--- src/rtl/i2s_tx_sched.sv ---
// i2s_tx_sched: I2S transmit sequencer. Derives bclk/wclk from clk, buffers
// producer L/R pairs in a 2-entry FIFO and presents one pair per frame,
// muting and counting underruns when the FIFO is empty at a frame boundary.
module i2s_tx_sched #(
  parameter int SAMPLE_DEPTH = 16,
  parameter int BCLK_DIV     = 4,
  parameter int BITS_PER_CH  = 32,
  parameter int UFLOW_W      = 16
) (
  input  logic                    clk,
  input  logic                    reset,
  input  logic                    enable,
  input  logic [SAMPLE_DEPTH-1:0] in_l,
  input  logic [SAMPLE_DEPTH-1:0] in_r,
  input  logic                    in_valid,
  output logic                    in_ready,
  output logic                    bclk,
  output logic                    wclk,
  output logic [SAMPLE_DEPTH-1:0] tx_data_l,
  output logic [SAMPLE_DEPTH-1:0] tx_data_r,
  output logic                    tx_data_valid,
  output logic                    frame_start,
  output logic                    running,
  output logic [UFLOW_W-1:0]      underrun_cnt
);

  localparam int DIV_W = (BCLK_DIV > 1) ? $clog2(BCLK_DIV) : 1;
  localparam int BIT_W = $clog2(2 * BITS_PER_CH);
  localparam logic [DIV_W-1:0] DIV_LAST = DIV_W'(BCLK_DIV - 1);
  localparam logic [BIT_W-1:0] BIT_LAST = BIT_W'(2 * BITS_PER_CH - 1);
  localparam logic [BIT_W-1:0] BIT_HALF = BIT_W'(BITS_PER_CH);

  typedef enum logic [1:0] {S_IDLE, S_RUN, S_STOP} state_t;

  // Underrun counter sticks at all-ones instead of wrapping.
  function automatic logic [UFLOW_W-1:0] sat_inc(input logic [UFLOW_W-1:0] v);
    return (&v) ? v : v + 1'b1;
  endfunction

  state_t                  state_q, state_d;
  logic [DIV_W-1:0]        div_cnt_q, div_cnt_d;
  logic [BIT_W-1:0]        bit_cnt_q, bit_cnt_d;
  logic                    bclk_q, bclk_d;
  logic                    wclk_q, wclk_d;
  logic                    fs_q, fs_d;
  logic                    wrap;

  logic [SAMPLE_DEPTH-1:0] mem_l_q [2];
  logic [SAMPLE_DEPTH-1:0] mem_r_q [2];
  logic [SAMPLE_DEPTH-1:0] mem_l_d [2];
  logic [SAMPLE_DEPTH-1:0] mem_r_d [2];
  logic                    wr_ptr_q, wr_ptr_d;
  logic                    rd_ptr_q, rd_ptr_d;
  logic [1:0]              count_q, count_d;
  logic                    in_ready_q, in_ready_d;
  logic                    push, pop;

  logic [SAMPLE_DEPTH-1:0] tx_l_q, tx_l_d;
  logic [SAMPLE_DEPTH-1:0] tx_r_q, tx_r_d;
  logic                    tx_v_q, tx_v_d;
  logic [UFLOW_W-1:0]      uflow_q, uflow_d;

  // Next-state logic for the run/stop FSM and the bclk/wclk divider chain.
  always_comb begin
    state_d   = state_q;
    div_cnt_d = div_cnt_q;
    bit_cnt_d = bit_cnt_q;
    bclk_d    = bclk_q;
    wclk_d    = wclk_q;
    fs_d      = 1'b0;
    wrap      = 1'b0;
    if (state_q == S_IDLE) begin
      div_cnt_d = '0;
      bit_cnt_d = '0;
      bclk_d    = 1'b0;
      wclk_d    = 1'b0;
      if (enable) begin
        state_d = S_RUN;
        fs_d    = 1'b1;
      end
    end else begin
      if (div_cnt_q == DIV_LAST) begin
        div_cnt_d = '0;
        bclk_d    = ~bclk_q;
        if (bclk_q) begin
          if (bit_cnt_q == BIT_LAST) begin
            bit_cnt_d = '0;
            wrap      = 1'b1;
          end else begin
            bit_cnt_d = bit_cnt_q + 1'b1;
          end
          wclk_d = (bit_cnt_d >= BIT_HALF);
        end
      end else begin
        div_cnt_d = div_cnt_q + 1'b1;
      end
      if (state_q == S_RUN) begin
        if (!enable) state_d = S_STOP;
        fs_d = wrap;
      end else if (enable) begin
        // Re-enabled during the draining frame: keep framing without a gap.
        state_d = S_RUN;
        fs_d    = wrap;
      end else if (wrap) begin
        // Stopped frame ends: return to idle without popping.
        state_d   = S_IDLE;
        div_cnt_d = '0;
        bit_cnt_d = '0;
        bclk_d    = 1'b0;
        wclk_d    = 1'b0;
      end
    end
  end

  // FIFO bookkeeping, per-frame sample presentation and underrun counting.
  always_comb begin
    push       = in_valid & in_ready_q;
    pop        = fs_q & (count_q != 2'd0);
    mem_l_d    = mem_l_q;
    mem_r_d    = mem_r_q;
    wr_ptr_d   = wr_ptr_q;
    rd_ptr_d   = rd_ptr_q;
    count_d    = count_q;
    tx_l_d     = tx_l_q;
    tx_r_d     = tx_r_q;
    tx_v_d     = tx_v_q;
    uflow_d    = uflow_q;
    if (push) begin
      mem_l_d[wr_ptr_q] = in_l;
      mem_r_d[wr_ptr_q] = in_r;
      wr_ptr_d          = ~wr_ptr_q;
    end
    if (fs_q) begin
      if (pop) begin
        tx_l_d   = mem_l_q[rd_ptr_q];
        tx_r_d   = mem_r_q[rd_ptr_q];
        tx_v_d   = 1'b1;
        rd_ptr_d = ~rd_ptr_q;
      end else begin
        tx_l_d  = '0;
        tx_r_d  = '0;
        tx_v_d  = 1'b0;
        uflow_d = sat_inc(uflow_q);
      end
    end
    case ({push, pop})
      2'b10:   count_d = count_q + 2'd1;
      2'b01:   count_d = count_q - 2'd1;
      default: count_d = count_q;
    endcase
    in_ready_d = (count_d < 2'd2);
  end

  // Control and output registers; reset clears them asynchronously.
  always_ff @(posedge clk or negedge reset) begin
    if (!reset) begin
      state_q    <= S_IDLE;
      div_cnt_q  <= '0;
      bit_cnt_q  <= '0;
      bclk_q     <= 1'b0;
      wclk_q     <= 1'b0;
      fs_q       <= 1'b0;
      wr_ptr_q   <= 1'b0;
      rd_ptr_q   <= 1'b0;
      count_q    <= 2'd0;
      in_ready_q <= 1'b0;
      tx_l_q     <= '0;
      tx_r_q     <= '0;
      tx_v_q     <= 1'b0;
      uflow_q    <= '0;
    end else begin
      state_q    <= state_d;
      div_cnt_q  <= div_cnt_d;
      bit_cnt_q  <= bit_cnt_d;
      bclk_q     <= bclk_d;
      wclk_q     <= wclk_d;
      fs_q       <= fs_d;
      wr_ptr_q   <= wr_ptr_d;
      rd_ptr_q   <= rd_ptr_d;
      count_q    <= count_d;
      in_ready_q <= in_ready_d;
      tx_l_q     <= tx_l_d;
      tx_r_q     <= tx_r_d;
      tx_v_q     <= tx_v_d;
      uflow_q    <= uflow_d;
    end
  end

  // FIFO storage needs no reset; the pointers and count define validity.
  always_ff @(posedge clk) begin
    mem_l_q <= mem_l_d;
    mem_r_q <= mem_r_d;
  end

  assign in_ready      = in_ready_q;
  assign bclk          = bclk_q;
  assign wclk          = wclk_q;
  assign tx_data_l     = tx_l_q;
  assign tx_data_r     = tx_r_q;
  assign tx_data_valid = tx_v_q;
  assign frame_start   = fs_q;
  assign running       = (state_q != S_IDLE);
  assign underrun_cnt  = uflow_q;

endmodule

--- config.mk ---
export PLATFORM = sky130hd
export DESIGN_NAME = i2s_tx_sched
export DESIGN_NICKNAME = d
export VERILOG_FILES = /design/src/rtl/i2s_tx_sched.sv
export SDC_FILE = /design/constraint.sdc
export NUM_CORES = 1
export LEC_CHECK = 0
export CORE_MARGIN = 2
export CORE_UTILIZATION = 28
export CTS_CLUSTER_DIAMETER = 80
export DETAILED_ROUTE_END_ITERATION = 7
export GPL_ROUTABILITY_DRIVEN = 0
export PLACE_DENSITY = 0.57
export SYNTH_ARGS = -nofsm -noshare
export SYNTH_HDL_FRONTEND = slang
export SYNTH_SLANG_ARGS = --single-unit
--- constraint.sdc ---
create_clock -name clk -period 2.1 [get_ports clk]
set_clock_uncertainty 0.1 [all_clocks]
set_input_delay 0.21 -clock clk [delete_from_list [all_inputs] [get_ports clk]]
set_output_delay 0.21 -clock clk [all_outputs]
set_load 0.02 [all_outputs]
==> results of run 1 <==
==> cell usage after synthesis, types with 2 or more instances <==
| cell | count |
|---|---|
| sky130_fd_sc_hd__o21ai_0 | 5 |
| sky130_fd_sc_hd__mux2i_1 | 33 |
| sky130_fd_sc_hd__nor3_1 | 9 |
| sky130_fd_sc_hd__inv_1 | 38 |
| sky130_fd_sc_hd__and4_1 | 2 |
| sky130_fd_sc_hd__nor2b_1 | 2 |
| sky130_fd_sc_hd__nand3_1 | 3 |
| sky130_fd_sc_hd__nor2_1 | 13 |
| sky130_fd_sc_hd__nand4_1 | 6 |
| sky130_fd_sc_hd__and3_1 | 3 |
| sky130_fd_sc_hd__edfxtp_1 | 64 |
| sky130_fd_sc_hd__nor4b_1 | 2 |
| sky130_fd_sc_hd__ha_1 | 4 |
| sky130_fd_sc_hd__dfrtp_1 | 67 |
| sky130_fd_sc_hd__clkbuf_1 | 7 |
| sky130_fd_sc_hd__mux2_2 | 3 |
| sky130_fd_sc_hd__nand2_1 | 14 |
| sky130_fd_sc_hd__xnor2_1 | 6 |
| sky130_fd_sc_hd__xor2_1 | 14 |
| sky130_fd_sc_hd__o22ai_1 | 32 |
| sky130_fd_sc_hd__buf_2 | 4 |
| sky130_fd_sc_hd__a21oi_1 | 6 |
==> kinds of logic (layout without fill, tap and decap cells) <==
logic type	count (synthesis)	in the layout	synth area share [%]
DFF	131	131	71.38
and+or+nand+nor	63	63	7.248
buffers and inverters	50	172	3.897
AOI/OAI and AO/OA	48	48	5.783
muxes	36	36	7.223
xor gates and xnor gates	20	20	3.475
adders and majority gates	4	4	0.9928
==> critical path: cells and delay by family, from the launching register on <==
kind,cells,cell delay [ns]
DFF,1,0.37
buffers and inverters,2,0.93
==> power by group <==
| group | switching, W | internal, W | leakage [nW] |
|---|---|---|---|
| clock | 0.00111 | 0.00189 | 0.287 |
| combinational | 0.00128 | 0.00122 | 1.07 |
| sequential | 0.000434 | 0.00339 | 1.46 |
==> registers in the layout, summed over array words and instances (netlist names) <==
signal	count
in_ready	1
underrun_cnt	16
tx_data_l	16
tx_data_valid	1
state_q	2
wr_ptr_q	1
bit_cnt_q	6
bclk	1
mem_r_q	32
rd_ptr_q	1
frame_start	1
tx_data_r	16
wclk	1
count_q	2
mem_l_q	32
div_cnt_q	2
==> worst max path at each step <==
stage                           start                           end  slack, ns  depth (start not counted)
2_1_floorplan   frame_start$_DFF_PN0_            in_ready$_DFF_PN0_       0.03                          8
3_3_place_gp   count_q[0]$_DFFE_PN0N_  underrun_cnt[15]$_DFFE_PN0P_       0.30                          4
3_5_place_dp   count_q[0]$_DFFE_PN0N_  underrun_cnt[15]$_DFFE_PN0P_       0.23                          4
4_1_cts         frame_start$_DFF_PN0_                   frame_start       0.04                          2
5_1_grt         frame_start$_DFF_PN0_                   frame_start     0.0008                          2
6_report        frame_start$_DFF_PN0_                   frame_start       0.08                          2
==> cells in the final DEF, fill, tap and decap left out, drive strengths merged <==
master	n
clkdlybuf4s50	88
dfrtp	67
edfxtp	64
inv	39
mux2i	33
o22ai	32
clkbuf	18
xor2	14
nand2	14
nor2	13
buf	13
nor3	9
nand4	7
clkinv	7
xnor2	6
a21oi	6
o21ai	6
ha	4
nand3	3
mux2	3
bufinv	3
clkinvlp	3
and3	3
nor4b	3
and4	2
nor2b	2
nor3b	2
nor4	2
and2	1
or3	1
a21boi	1
a31o	1
o21a	1
a211oi	1
nand2b	1
dlygate4sd3	1
==> layout make-up <==
class / instances / area (um2)
multi-input combinational: 171 / 1266
clock buffer: 18 / 439.2
timing repair buffer: 102 / 1013
fill: 1650 / 10930
sequential: 131 / 3601
inverter: 38 / 142.6
clock inverter: 14 / 161.4
tap: 229 / 286.5
==> through the flow <==
step                      cell area, um2  util, %  cells  hold WS, ns
after detailed placement            6300    35.31    670       0.2261
final                               6910    38.73    703       0.2699
after CTS                           6910    38.73    703       0.2534
after global placement              6300    35.31    670       0.2149
after global routing                6910    38.73    703       0.2604
after floorplan                     5044        -    352      -0.1856
==> layer usage <==
metal  global-route usage (%)  vias to the layer above  part of all wire [%]
met5                        0                        -                     0
met4                    5.209                        0                   1.6
met3                    3.498                       13                   3.3
met2                    19.46                       76                    50
met1                    14.32                     1553                    45
li1                         -                     1485                     -
==> run summary, run 1 <==
CLOCK NETWORK
--------------------------------------------------------------------------------
Post-CTS Setup Inserts                                                         0
TritonCTS clock tree                                                         yes
Cell chosen for the clock root                                      sky130_fd_sc_hd__clkbuf_16
Buffers from clock root to sink, at most                                       2
Depth of the CTS H-tree                                                        4
Clock transition at the registers of the reported paths                  0.06 ns
Num Clock Sinks                                                              131
Number of CTS-inserted buffers                                                17
Post-cts hold buffer count                                                     1
Clk_lat worst skew                                                       0.41 ns
Cts repair resizes                                                             0

DRT
--------------------------------------------------------------------------------
Antenna Nets Post-Route                                                        0
Routed via count                                                            3127
Pre-Repair DR Iteration Count                                                  6
Final Routed Wirelength                                                 10.80 mm
Routed WL per cell                                                      15.36 um
1st-iter DRT viols                                                           132
Detail-routed via count per cell                                           4.448
Post-detailed-route DRC marker count                                           0

CRITICAL PATH
--------------------------------------------------------------------------------
Worst reg2reg path endpoint                                         underrun_cnt[15]$_DFFE_PN0P_
Reg2Reg Setup Slack                                                      0.23 ns
Crit. End Element                                                   primary output
Ordered cell list for the critical path                             buf_4 > clkdlybuf4s50_1
Largest incremental delay on the critical path                           0.67 ns
R2r worst-path depth                                                           4
Largest fanout on the critical path                                           18
Worst Setup Path Type                                                    reg2out
Arrival time worst endpoint                                              1.71 ns
Worst reg2reg path startpoint                                       count_q[0]$_DFFE_PN0N_
Critical-path cell with the highest stage delay                     sky130_fd_sc_hd__clkdlybuf4s50_1
WP data required                                                         1.79 ns
CP startpoint kind                                                          flop

YOSYS
--------------------------------------------------------------------------------
Syn nets                                                                     392
Top post-synthesis cells by area                                    sky130_fd_sc_hd__edfxtp_1, sky130_fd_sc_hd__dfrtp_1, sky130_fd_sc_hd__mux2i_1
Synthesis Warnings                                                             0
Yosys top cell area share                                                 38.12%
Library cells used by synthesis                                               37
Average footprint of a synthesized cell                                14.32 um2
Dominant cell type by area after synthesis                          sky130_fd_sc_hd__edfxtp_1
Most used flip-flop cell after synthesis                            sky130_fd_sc_hd__dfrtp_1
Post-Synthesis Cell Area                                                5041 um2
Flop and latch count out of synthesis                                        131
Fraction of the yosys area taken by sequential cells                      71.38%
Number of flops mapped to enable cells by yosys                               64
Gate count of the mapped netlist                                             352
Share of async-settable or async-resettable flops after synthesis         51.15%

POWER AND IR DROP
--------------------------------------------------------------------------------
Power density of the placed cells                                    1348 nW/um2
Overall power consumption                                             0.009316 W
Standby leakage power                                                   2.812 nW
Maximum vdd ir drop                                                  0.0006482 V

FLOORPLANNING
--------------------------------------------------------------------------------
Initial standard-cell utilization of the core                             28.26%
Placeable core region                                                  17840 um2
Overall die area                                                       19090 um2
Vertical die dimension                                                  138.2 um
Die width                                                               138.2 um
Number of cell rows                                                           49
Total I/O pin count                                                           90

TIMING
--------------------------------------------------------------------------------
# setup viols final                                                            0
Final worst setup slack                                               0.08049 ns
Hold Vio Cnt, Final                                                            0
Worst slew pin tran                                                    0.7092 ns
Peak Freq                                                              495.2 MHz
Period minus WS final                                                   2.020 ns
Unrepaired setup endpoints after global routing                            false
Post-route setup TNS                                                        0 ns
Pins Over Slew Limit                                                           0
Worst slew margin relative to its limit                                   52.72%
Period utilisation layout                                                 96.17%

PLACED DESIGN
--------------------------------------------------------------------------------
Pre-CTS worst setup slack                                              0.2277 ns
Half-perimeter wire length of the detailed placement result             6.859 mm
Number of input and output port buffers inserted                              89

GRT
--------------------------------------------------------------------------------
Number of global-route vias before repair                                   3294
Global-route wire length before repair                                  17.31 mm
Initial antenna violation count                                                0
GR Util All Layers                                                        11.78%
Pin count of the biggest net entering global routing                          51
Total congestion overflow                                                      0

CELLS AND AREA
--------------------------------------------------------------------------------
Total number of nets in the final design                                     501
Ant diodes                                                                     0
Area Overhead vs Synth                                                    37.08%
Fraction of layout cells with a size suffix above 1                       11.81%

WORST HOLD PATH
--------------------------------------------------------------------------------
Source of the worst hold timing path                                     in_l[3]
WHS Path Cells                                                                 1
Worst-case hold path end point                                      mem_l_q[3]$_DFFE_PP_
Path class of the lowest-slack min-delay path                             in2reg

RUN
--------------------------------------------------------------------------------
Max cap viols                                                                  0

OUTCOME
--------------------------------------------------------------------------------
Result of the run                                                   finished clean

No activity file was read; power rests on OpenSTA's default activity.
==> inputs of run 2 (changes only) <==
CORE_UTILIZATION = 47   (was 28)
CTS_CLUSTER_DIAMETER = 40   (was 80)
PLACE_DENSITY = 0.82   (was 0.57)
==> run 2 against run 1 <==
Via count is 2.3% higher. Global-route usage is 7.4 points higher. Non-clock buffer count is 2 lower. Design area is 2.3% lower. Power is 2.4% lower.
==> run summary, run 2 (synthesis gave the netlist of run 1 again) <==
POWER AND IR DROP
--------------------------------------------------------------------------
Relative contribution of the clock network to total power            30.1%   was 32.1%
Maximum vdd ir drop                                            0.0008592 V   was 0.0006482 V
Net Sw Frac                                                         30.67%   was 30.30%
Logic pwr share                                                      27.8%   was 26.8%
Overall power consumption                                       0.009093 W   was 0.009316 W
Net switching power                                             0.002789 W   was 0.002822 W
Sequential fraction of design power                                  42.1%   was 41.0%
Standby leakage power                                             2.797 nW   was 2.812 nW
Power density of the placed cells                              1347 nW/um2   was 1348 nW/um2
Internal power                                                  0.006304 W   was 0.006493 W

RUN
--------------------------------------------------------------------------
Max cap viols                                                            0   unchanged

TIMING
--------------------------------------------------------------------------
Hold Vio Cnt, Final                                                      0   unchanged
Worst slew margin relative to its limit                             68.65%   was 52.72%
# setup viols final                                                      0   unchanged
Pins Over Slew Limit                                                     0   unchanged
Worst slew pin tran                                              0.4667 ns   was 0.7092 ns
Unrepaired setup endpoints after global routing                      false   unchanged
Post-route setup TNS                                                  0 ns   unchanged
Period utilisation layout                                           93.35%   was 96.17%
Period minus WS final                                             1.960 ns   was 2.020 ns
Hold slack                                                      0.07989 ns   was 0.2699 ns
Peak Freq                                                        510.1 MHz   was 495.2 MHz

WORST HOLD PATH
--------------------------------------------------------------------------
Path class of the lowest-slack min-delay path                     in2async   was in2reg

CLOCK NETWORK
--------------------------------------------------------------------------
Num Clock Sinks                                                        131   unchanged
Depth of the CTS H-tree                                                  4   unchanged
Clk_lat worst skew                                                 0.51 ns   was 0.41 ns
Post-CTS Setup Inserts                                                   0   unchanged
Clock transition at the registers of the reported paths            0.06 ns   about the same
Cell chosen for the clock root                                sky130_fd_sc_hd__clkbuf_8   was sky130_fd_sc_hd__clkbuf_16
Buffers from clock root to sink, at most                                 2   unchanged
TritonCTS clock tree                                                   yes   unchanged
Number of CTS-inserted buffers                                          17   unchanged

GRT
--------------------------------------------------------------------------
GR Util met2                                                        33.29%   was 19.46%
Total congestion overflow                                                0   unchanged
Met1 usage in global routing                                        22.52%   was 14.32%
GR Util All Layers                                                  19.21%   was 11.78%
Number of global-route vias before repair                             3510   was 3294
Global-route wire length before repair                            16.76 mm   was 17.31 mm
Initial antenna violation count                                          0   unchanged
Layer with the highest usage                                          met2   unchanged
GR Layer Usage met3                                                 6.053%   was 3.498%
Pin count of the biggest net entering global routing                    40   was 51

DRT
--------------------------------------------------------------------------
Post-detailed-route DRC marker count                                     0   unchanged
Detail-routed via count per cell                                     5.263   was 4.448
Final Routed Wirelength                                           10.09 mm   was 10.80 mm
Pre-Repair DR Iteration Count                                            4   was 6
Routed WL per cell                                                16.59 um   was 15.36 um
1st-iter DRT viols                                                     132   unchanged
Routed via count                                                      3200   was 3127
Antenna Nets Post-Route                                                  0   unchanged

CRITICAL PATH
--------------------------------------------------------------------------
WP data required                                                   1.79 ns   about the same
Arrival time worst endpoint                                        1.65 ns   was 1.71 ns
CP startpoint kind                                                    flop   unchanged
Worst Setup Path Type                                              reg2out   unchanged
Largest fanout on the critical path                                      5   was 18
Crit. End Element                                             primary output   unchanged

CELLS AND AREA
--------------------------------------------------------------------------
Commonest non-fill, non-tap cells in the layout               sky130_fd_sc_hd__clkdlybuf4s50_1, sky130_fd_sc_hd__dfrtp_1, sky130_fd_sc_hd__edfxtp_1, sky130_fd_sc_hd__inv_1, sky130_fd_sc_hd__mux2i_1   unchanged
Final Util                                                          65.11%   was 38.73%
Fraction of layout cells with a size suffix above 1                 10.81%   was 11.81%
Most common cell after layout, fill and taps aside            sky130_fd_sc_hd__clkdlybuf4s50_1   unchanged
Total number of nets in the final design                               499   was 501
Largest registers                                             mem_l_q x32, mem_r_q x32   unchanged
Area Overhead vs Synth                                              33.93%   was 37.08%
Final non-filler cell total                                            608   was 703
Ant diodes                                                               0   unchanged

FLOORPLANNING
--------------------------------------------------------------------------
Number of cell rows                                                     37   was 49
Vertical die dimension                                            107.6 um   was 138.2 um
Total I/O pin count                                                     90   unchanged
Initial standard-cell utilization of the core                       48.61%   was 28.26%
Die width                                                         107.6 um   was 138.2 um
Overall die area                                                 11570 um2   was 19090 um2
Placeable core region                                            10370 um2   was 17840 um2

PLACED DESIGN
--------------------------------------------------------------------------
Half-perimeter wire length of the detailed placement result       6.396 mm   was 6.859 mm
Number of input and output port buffers inserted                        89   unchanged
Dpl cells                                                              575   was 670

OUTCOME
--------------------------------------------------------------------------
Result of the run                                             finished clean   unchanged

run 2: changes by cell type in the layout (fill, tap and decap cells not counted), moves of 2 or more:
cell / change
sky130_fd_sc_hd__buf_4: -4
sky130_fd_sc_hd__clkbuf_1: +3
sky130_fd_sc_hd__clkinv_1: -2
sky130_fd_sc_hd__clkinv_4: +2
sky130_fd_sc_hd__buf_12: +2
run 2: metrics by stage:
stage / area, um2 / worst slack [ns]
detailed placement: 6183 / 0.1411
finish: 6751 / 0.1396
global placement: 6183 / 0.2710
global route: 6751 / 0.03533
CTS: 6751 / 0.1213
floorplan: 5044 / 0.03343
run 2: routing by layer:
metal	wire length, um	vias up
met5	0	-
met4	158	0
met3	529	15
met2	5362	108
met1	4037	1587
li1	-	1490
run 2: worst max-delay path, cell delays in order, from the launching register on:
cell and delay (ns):
sky130_fd_sc_hd__dfrtp_1 0.42, sky130_fd_sc_hd__nor2_1 0.13, sky130_fd_sc_hd__inv_1 0.07, sky130_fd_sc_hd__clkdlybuf4s50_1 0.53
run 2: repair_timing:
item	4_1_cts	5_1_grt
gates resized for setup	1	0
setup endpoints to repair	1	0
endpoints found under the hold margin	67	0
hold buffers	1	0
run 2: final timing paths:
kind	from	to	slack (ns)	depth (start not counted)
setup / recovery	state_q[1]$_DFFE_PN0P_	running	0.14	3
max in group asynchronous	reset	bit_cnt_q[3]$_DFF_PN0_	1.28	3
setup reg to reg	underrun_cnt[0]$_DFFE_PN0P_	underrun_cnt[7]$_DFFE_PN0P_	0.15	6
hold reg to reg	div_cnt_q[0]$_DFF_PN0_	div_cnt_q[0]$_DFF_PN0_	0.35	1
hold / removal	reset	tx_data_l[11]$_DFFE_PN0P_	0.08	2
min in group clk	in_r[15]	mem_r_q[15]$_DFFE_PP_	0.18	1
run 2: cell type report:
cell class | count | area, um2
inverters | 38 | 142.6
clock buffers | 20 | 425.4
fillers | 769 | 3618
multi-input cells | 171 | 1257
flip-flops and latches | 131 | 3600
clock inverters | 12 | 133.9
repair buffers | 100 | 1022
well taps | 136 | 170.2
run 2: power by group through the flow:
stage               Clock (W)  Sequential [W]  Combinational (W)
floorplan                   0         0.00415            0.00101
global placement            0         0.00382            0.00246
detailed placement          0         0.00385            0.00255
CTS                   0.00278         0.00383            0.00258
global route          0.00291         0.00391            0.00272
finish                0.00273         0.00383            0.00253
